## src/rtl/tagged_burst_mux.sv

```systemverilog
// -----------------------------------------------------------------------------
// tagged_burst_mux
//
// Merges several upstream non-show-ahead FIFOs into one output FIFO. Each
// stored word is tagged with the index of the channel it came from.
//
// An arbiter selects one channel, either round-robin or fixed priority with
// the lowest index first. It then reads up to BURST_LEN words from that
// channel before it arbitrates again. Reads are throttled so that the output
// FIFO can never overflow, which means no upstream word is lost or duplicated.
//
// Ports
//   clk            single clock for every register, output side included
//   reset          asynchronous, active-high
//   mode_rr        1 = round-robin, 0 = fixed priority (lowest index wins)
//   channel_en     per-channel enable mask
//   channel_rdreq  one-hot read strobes to the upstream FIFOs (combinational)
//   channel_data   packed upstream data, channel i at [i*DATA_WIDTH +: DATA_WIDTH]
//   channel_empty  upstream empty flags
//   fifo_rdreq     output FIFO read strobe
//   fifo_out       {channel index, data}; updates on an accepted read
//   fifo_usedw     number of stored words, 0..FIFO_DEPTH
//   fifo_empty     fifo_usedw == 0
//   fifo_full      fifo_usedw == FIFO_DEPTH
// -----------------------------------------------------------------------------
module tagged_burst_mux #(
  parameter  int CHANNELS   = 4,
  parameter  int DATA_WIDTH = 16,
  parameter  int FIFO_DEPTH = 64,
  parameter  int BURST_LEN  = 4,
  localparam int CH_W       = $clog2(CHANNELS),
  localparam int OW         = CH_W + DATA_WIDTH,
  localparam int UW         = $clog2(FIFO_DEPTH) + 1
) (
  input  logic                           clk,
  input  logic                           reset,
  input  logic                           mode_rr,
  input  logic [CHANNELS-1:0]            channel_en,
  output logic [CHANNELS-1:0]            channel_rdreq,
  input  logic [DATA_WIDTH*CHANNELS-1:0] channel_data,
  input  logic [CHANNELS-1:0]            channel_empty,
  input  logic                           fifo_rdreq,
  output logic [OW-1:0]                  fifo_out,
  output logic [UW-1:0]                  fifo_usedw,
  output logic                           fifo_empty,
  output logic                           fifo_full
);

  localparam int AW    = UW - 1;
  localparam int CNT_W = $clog2(BURST_LEN + 1);

  typedef enum logic {
    ST_ARB,
    ST_BURST
  } state_t;

  state_t            state_q, state_d;
  logic [CH_W-1:0]   grant_q, grant_d;   // current grant, doubles as the RR pointer
  logic [CNT_W-1:0]  cnt_q, cnt_d;
  logic              inflight_q;         // rdreq issued on the previous edge
  logic [CH_W-1:0]   tag_q;              // channel that the in-flight read belongs to
  logic [AW-1:0]     wr_ptr_q, rd_ptr_q;
  logic [UW-1:0]     usedw_q;
  logic [OW-1:0]     out_q;
  logic [OW-1:0]     mem [FIFO_DEPTH];

  logic [CHANNELS-1:0] req;
  logic [CH_W-1:0]     arb_grant;
  logic [UW:0]         occupancy;
  logic                room;
  logic                wr_en, rd_en;
  logic [OW-1:0]       wr_word;

  assign req = channel_en & ~channel_empty;

  // The word being read now is still in flight, so it must be counted
  // against the free space before another read is issued.
  assign occupancy = {1'b0, usedw_q} + (UW + 1)'(inflight_q);
  assign room      = occupancy < (UW + 1)'(FIFO_DEPTH);

  // Both searches run from the least preferred candidate to the most
  // preferred one. The last hit therefore wins, and no found-flag is needed.
  always_comb begin
    arb_grant = '0;
    if (mode_rr) begin
      for (int k = CHANNELS; k >= 1; k--) begin
        if (req[(int'(grant_q) + k) % CHANNELS]) begin
          arb_grant = CH_W'((int'(grant_q) + k) % CHANNELS);
        end
      end
    end else begin
      for (int i = CHANNELS - 1; i >= 0; i--) begin
        if (req[i]) arb_grant = CH_W'(i);
      end
    end
  end

  // NOTE: every signal gets a default before the case statement. If a path
  // left one of them unassigned, synthesis would infer a latch.
  always_comb begin
    state_d       = state_q;
    grant_d       = grant_q;
    cnt_d         = cnt_q;
    channel_rdreq = '0;
    unique case (state_q)
      ST_ARB: begin
        if (|req) begin
          grant_d = arb_grant;
          cnt_d   = '0;
          state_d = ST_BURST;
        end
      end
      ST_BURST: begin
        if (!channel_en[grant_q] || channel_empty[grant_q]) begin
          state_d = ST_ARB;
        end else if (room) begin
          channel_rdreq[grant_q] = 1'b1;
          cnt_d                  = cnt_q + CNT_W'(1);
          if (cnt_q == CNT_W'(BURST_LEN - 1)) state_d = ST_ARB;
        end
        // When there is no room the burst simply waits and keeps its grant.
      end
      default: state_d = ST_ARB;
    endcase
  end

  // The upstream FIFO presents the data one edge after the rdreq edge. The
  // word is therefore written on that later edge, tagged with the grant that
  // issued the read.
  assign wr_en   = inflight_q;
  assign rd_en   = fifo_rdreq && (usedw_q != '0);
  assign wr_word = {tag_q, channel_data[int'(tag_q) * DATA_WIDTH +: DATA_WIDTH]};

  // NOTE: state is updated with non-blocking assignments only. Every register
  // then samples the values from before the edge, whatever the order of the
  // statements.
  always_ff @(posedge clk or posedge reset) begin
    if (reset) begin
      state_q    <= ST_ARB;
      grant_q    <= CH_W'(CHANNELS - 1);
      cnt_q      <= '0;
      inflight_q <= 1'b0;
      tag_q      <= '0;
      wr_ptr_q   <= '0;
      rd_ptr_q   <= '0;
      usedw_q    <= '0;
      out_q      <= '0;
    end else begin
      state_q    <= state_d;
      grant_q    <= grant_d;
      cnt_q      <= cnt_d;
      inflight_q <= |channel_rdreq;
      tag_q      <= grant_q;
      if (wr_en) wr_ptr_q <= wr_ptr_q + AW'(1);
      if (rd_en) begin
        rd_ptr_q <= rd_ptr_q + AW'(1);
        out_q    <= mem[rd_ptr_q];
      end
      unique case ({wr_en, rd_en})
        2'b10:   usedw_q <= usedw_q + UW'(1);
        2'b01:   usedw_q <= usedw_q - UW'(1);
        default: usedw_q <= usedw_q;
      endcase
    end
  end

  // NOTE: the storage array has no reset. The pointers and usedw define which
  // entries are valid, so clearing the array would only add reset fan-out.
  always_ff @(posedge clk) begin
    if (wr_en) mem[wr_ptr_q] <= wr_word;
  end

  assign fifo_out   = out_q;
  assign fifo_usedw = usedw_q;
  assign fifo_empty = (usedw_q == '0);
  assign fifo_full  = (usedw_q == UW'(FIFO_DEPTH));

endmodule

```

## config.mk

```make
export PLATFORM = sky130hd
export DESIGN_NAME = tagged_burst_mux
export DESIGN_NICKNAME = d
export VERILOG_FILES = /design/src/rtl/tagged_burst_mux.sv
export SDC_FILE = /design/constraint.sdc
export NUM_CORES = 1
export LEC_CHECK = 0
export CAP_MARGIN = 20
export CORE_ASPECT_RATIO = 1.5
export CORE_MARGIN = 4
export CORE_UTILIZATION = 49
export DETAILED_ROUTE_END_ITERATION = 6
export DONT_BUFFER_PORTS = 1
export PLACE_DENSITY = 0.75
export SYNTH_ARGS = -nofsm -noshare
export SYNTH_HDL_FRONTEND = slang
export SYNTH_SLANG_ARGS = --single-unit
```

## constraint.sdc

```tcl
create_clock -name clk -period 3.4 [get_ports clk]
set_clock_uncertainty 0.05 [all_clocks]
set_input_delay 0.34 -clock clk [delete_from_list [all_inputs] [get_ports clk]]
set_output_delay 0.34 -clock clk [all_outputs]
set_load 0.01 [all_outputs]
```

---- Word-level counts from Yosys, hierarchy flattened ----
Memories as Yosys holds them, arrays and structs flattened. A register that Yosys moved wholly into a read port is not among the register bits.
Cells that the tools add are included.
operators by class
  shift operators ......................... 1
  add/subtract/negate cells ............... 10
  bitwise logic cells ..................... 7
  $lt $le $gt $ge ......................... 7
  reduce and logical (&&, ||, !) cells .... 15
  eq/ne operators ......................... 7
  multiplexer cells ....................... 42
operator list
  cell                                                count
  indexed part select 64 x 7 -> 16 bit                1
  two-way mux 2 bit                                   9
  two-way mux 1 bit                                   17
  < comparator 3 x 4 -> 1 bit, second input constant  4
  case mux 7 bit (2 select lines)                     1
  adder 6 x 1 -> 6 bit, second input constant         2
  binary-select mux 1 bit (select 2 bit)              6
  two-way mux 4 bit                                   3
  two-way mux 3 bit                                   3
  adder 7 x 1 -> 8 bit                                1
  < comparator 8 x 7 -> 1 bit, second input constant  1
  OR reduction 2 bit                                  4
  OR reduction 4 bit                                  2
  adder 7 x 1 -> 7 bit, second input constant         1
  == test 7 bit, second input constant                1
  logical NOT 7 bit                                   1
  nonzero test 7 bit                                  1
  subtractor 7 x 1 -> 7 bit, second input constant    1
  case mux 3 bit (2 select lines)                     1
  adder 2 x 1 -> 2 bit, second input constant         2
  adder 2 bit, second input constant                  2
  bitwise AND 1 bit, first input constant             4
  bitwise AND 4 bit                                   1
  inequality test 2 bit, second input constant        2
  17 further kinds                                    18
storage, ports and cells
  memories ................................ 1
  register bits after elaboration ......... 28
  input bits .............................. 76
  bits in writable memories ............... 1152
  output and inout port bits .............. 31
memories
  name  words  bits a word  read ports  clocked after memory_dff  write ports  line  RTL
  mem   64     18           1           1                         1            65    logic [OW-1:0] mem [FIFO_DEPTH];

---- Longest topological paths before layout ----
  depth in word-level cells ............... 11
  gate-level depth with buffers ........... 13

---- Worst setup path before layout ----
Ideal clock, no wire load.
  path type ............................... register to register
  start ................................... register tag_q[0]
  end ..................................... memory mem[0][0] (netlist name), data pin
  buffers on the path ..................... 2
  library setup time ...................... 369 ps
  data arrival time ....................... 2658 ps
  clock period less this slack ............ 3077 ps
  setup slack ............................. 323 ps
  cell stages (with the launch flop) ...... 4
  path through ............................ dfrtp_1 > clkbuf_1 > buf_2 > mux4_2
on the way
  word-level cells in the longest chain between the ends .. 1
RTL lines
  item                                  line  RTL
  from (decl)                           61    logic [CH_W-1:0] tag_q;
  from (signal assigned)                153   tag_q <= grant_q;
  indexed part select 64 x 7 -> 16 bit  132   assign wr_word = {tag_q, channel_data[int'(tag_q) * DATA_WIDTH +: DATA_WIDTH]};
  named net wr_word[0]                  72    logic [OW-1:0] wr_word;
  to (decl)                             65
The timed path passes the listed nets, and every way through them passes these cells.

==> run_results.csv <==
group,metric,value,unit
pwr,p_sw,14.7,mW
setup_path,r2r_start,"rd_ptr_q[0]",
timing,worst_slew_pin_slew,1030,ps
min_path,worst_hold_path_type,"in2async",
pwr,p_total,45.1,mW
floorplan,start_util,49.3,%
floorplan,core,0.0958,mm²
timing,slew_violations,0,
cells_and_area,finalNetCount,2529,
drt,via_per_inst,6.27,
setup_path,crit_path_start_kind,"flop",
placed_design,portBuffers,0,
clock_network,cts_tree,"built",
grt,use_met3,4.35,%
clock_network,insertion_delay,680,ps
clock_network,clockBufferDepth,3,
logic_synthesis,ys_seq_area_share,75.6,%
grt,gr-usage-met2,38.7,%
logic_synthesis,synth_top_area_share,73.2,%
pwr,p_clk_share,24.9,%
floorplan,fp.dieW,262,µm
run,drv_cap,0,
grt,grt_usage,22.4,%
timing,slew_headroom,31.2,%
pwr,power_frac_seq,43.9,%
drt,detail_route.iter0.violations,2618,
cells_and_area,antenna_cells,0,
pwr,powerDensity,855,mW/mm²
logic_synthesis,synth_edf_count,1152,
logic_synthesis,synth_flop_cell,"edfxtp_1",
grt,antenna_found_initial,1,
timing,timing.final.crit_share,99.5,%
grt,grt_max_degree,65,
logic_synthesis,syn-cell-area,0.0473,mm²
pwr,comb_power_share,31.3,%
grt,grt_overflow,0,
clock_network,path_clk_slew,70,ps
floorplan,die_h,388,µm
setup_path,worstPathMaxFanout,23,
cells_and_area,syn2layout_area_growth,11.4,%
logic_synthesis,yosys_warnings,0,
clock_network,numCtsBuffers,96,
setup_path,worst_r2r_endpoint,"fifo_out[4]",
placed_design,dp.final_hpwl,68300,µm
setup_path,worstRegToRegCells,8,
drt,drtPass1Iterations,5,
timing,final_hold_viol_count,0,
timing,fin_crit,3380,ps
drt,vias,23800,
pwr,ir_worst_vdd,1.11,mV
logic_synthesis,yosys-top-cells-area,"edfxtp_1, mux4_2, mux2i_1",
drt,wl_per_cell,30.0,µm
setup_path,cp.arrival,3860,ps
timing,max_freq,296,MHz
drt,wl,114000,µm
clock_network,clkSinkCount,1198,
clock_network,htreeDepth,3,
floorplan,pin_count,107,
pwr,p_leak,17.0,nW
logic_synthesis,synth_nets,2396,
logic_synthesis,synth_most_common_cell,"edfxtp_1",
setup_path,endpoint_kind,"flop",
logic_synthesis,synthCells,2305,
drt,drcViolationCount,0,
logic_synthesis,ys_async_sr_fraction,3.84,%
clock_network,ctsRootBufferMaster,"clkbuf_16",
pwr,p_int,30.3,mW
logic_synthesis,synth_seq_cells,1198,
timing,rsz0062_at_grt,"false",
timing,tns,0,ps
placed_design,gp_congestion,0.871,
logic_synthesis,synth_commonest_cells,"edfxtp_1, mux4_2, mux2i_1, nor2_1, nand2_1",
drt,postRouteAntennaNets,0,
grt,grtUsageMet1,27.6,%
setup_path,worstSetupPathType,"reg2reg",
setup_path,regToRegSetupSlack,20,ps
status,status,"complete, no violations",
timing,setup_viol,0,
grt,grt.busiest_layer,"met2",
floorplan,fp-row-count,139,
grt,grt_first_pass_wirelength,166000,µm
grt,grt_pass1_vias,24400,
floorplan,die_area,0.102,mm²
logic_synthesis,ys_types,67,
pwr,sw_frac_of_total,32.7,%
logic_synthesis,synth.largest_area_cell,"edfxtp_1",
setup_path,crit_required,3880,ps
logic_synthesis,avgSynthCellArea,20.5,µm²
cells_and_area,drive_gt1_share,23.5,%
[final cells by class]
type	instances	area [µm²]
Timing Repair Buffer	169	1490
Tap cell	1269	1590
Inverter	15	56.3
Clock buffer	134	2710
Multi-Input combinational cell	958	10600
Clock inverter	45	453
Fill cell	6863	43100
Sequential cell	1198	35800
[sequential cells by signal (all words and copies together) (netlist names)]
signal      flops
inflight_q      1
mem          1152
tag_q           2
cnt_q           3
state_q         1
fifo_usedw      7
grant_q         2
rd_ptr_q        6
fifo_out       18
wr_ptr_q        6
[metal layers]
layer,routed length (µm),share of wire (%)
met4,5550,4.9
met1,39100,34
met5,12,0.011
met2,59600,53
met3,9270,8.2
[power groups by stage]
stage | Sequential [mW] | Clock, mW | Combinational, mW
finish | 19.8 | 11.2 | 14.1
global route | 19.8 | 12.0 | 14.8
CTS | 19.8 | 11.4 | 14.1
detailed placement | 20.1 | 0 | 14.0
global placement | 20.0 | 0 | 13.6
floorplan | 19.4 | 0 | 9.28
[worst max-delay path: stages, from the launching register on]
cell      delay (ps)
dfrtp_4          850
buf_12           260
buf_4            190
mux4_2           510
mux2_2           270
nand2_1          150
o211ai_1         220
a32oi_1          600
nand2_1          110
[through the flow]
step	hold slack (ps)	setup WS [ps]	area, µm²	instances	utilization, %
final	40.1	16.8	52700	3788	55.0
after global routing	41.4	13.8	52700	3788	55.0
after CTS	6.84	45.5	52700	3786	55.0
after detailed placement	167	80.7	49500	3603	51.6
after global placement	419	143	49400	3602	51.6
after floorplan	356	323	47300	2305	-
[worst max path at each step]
stage	start	cells after the start	endpoint	slack (ps)
2_1_floorplan	tag_q[0]	3	mem[0][0]	320
3_5_place_dp	rd_ptr_q[0]	8	fifo_out[4]	80
4_1_cts	rd_ptr_q[0]	8	fifo_out[4]	50
6_report	rd_ptr_q[0]	8	fifo_out[4]	20
3_3_place_gp	rd_ptr_q[0]	8	fifo_out[4]	140
5_1_grt	rd_ptr_q[0]	8	fifo_out[4]	10
[what timing repair did]
action                                  4_1_cts  5_1_grt
hold buffers                                  4        0
hold endpoints to repair                     49        0
buffers inserted                              0        2
endpoints found under the setup margin        0        1
resized for setup                             0        2
[cells in the final DEF, fill, tap and decap left out, drive strengths merged, types with 15 or more instances in the layout]
| cell | count |
|---|---|
| edfxtp | 1152 |
| mux4 | 236 |
| mux2i | 178 |
| buf | 165 |
| clkbuf | 134 |
| nor2 | 82 |
| nand2 | 70 |
| o21ai | 49 |
| dfrtp | 44 |
| a21oi | 43 |
| mux2 | 33 |
| clkinv | 29 |
| nand3 | 27 |
| a221oi | 21 |
| o22ai | 19 |
| o221ai | 18 |
| a211oi | 18 |
| inv | 18 |
| o211ai | 17 |
| a32oi | 16 |
| o2111ai | 16 |
| a22oi | 15 |
[kinds of logic after synthesis]
group | after synthesis | synth area share, %
AOI/OAI and AO/OA | 252 | 3.71
xor gates and xnor gates | 14 | 0.259
adders and majority gates | 15 | 0.413
buffers and inverters | 149 | 2.00
DFF | 1198 | 75.6
muxes | 447 | 15.8
and+or+nand+nor | 230 | 2.22
(Power assumes the default switching activity.)
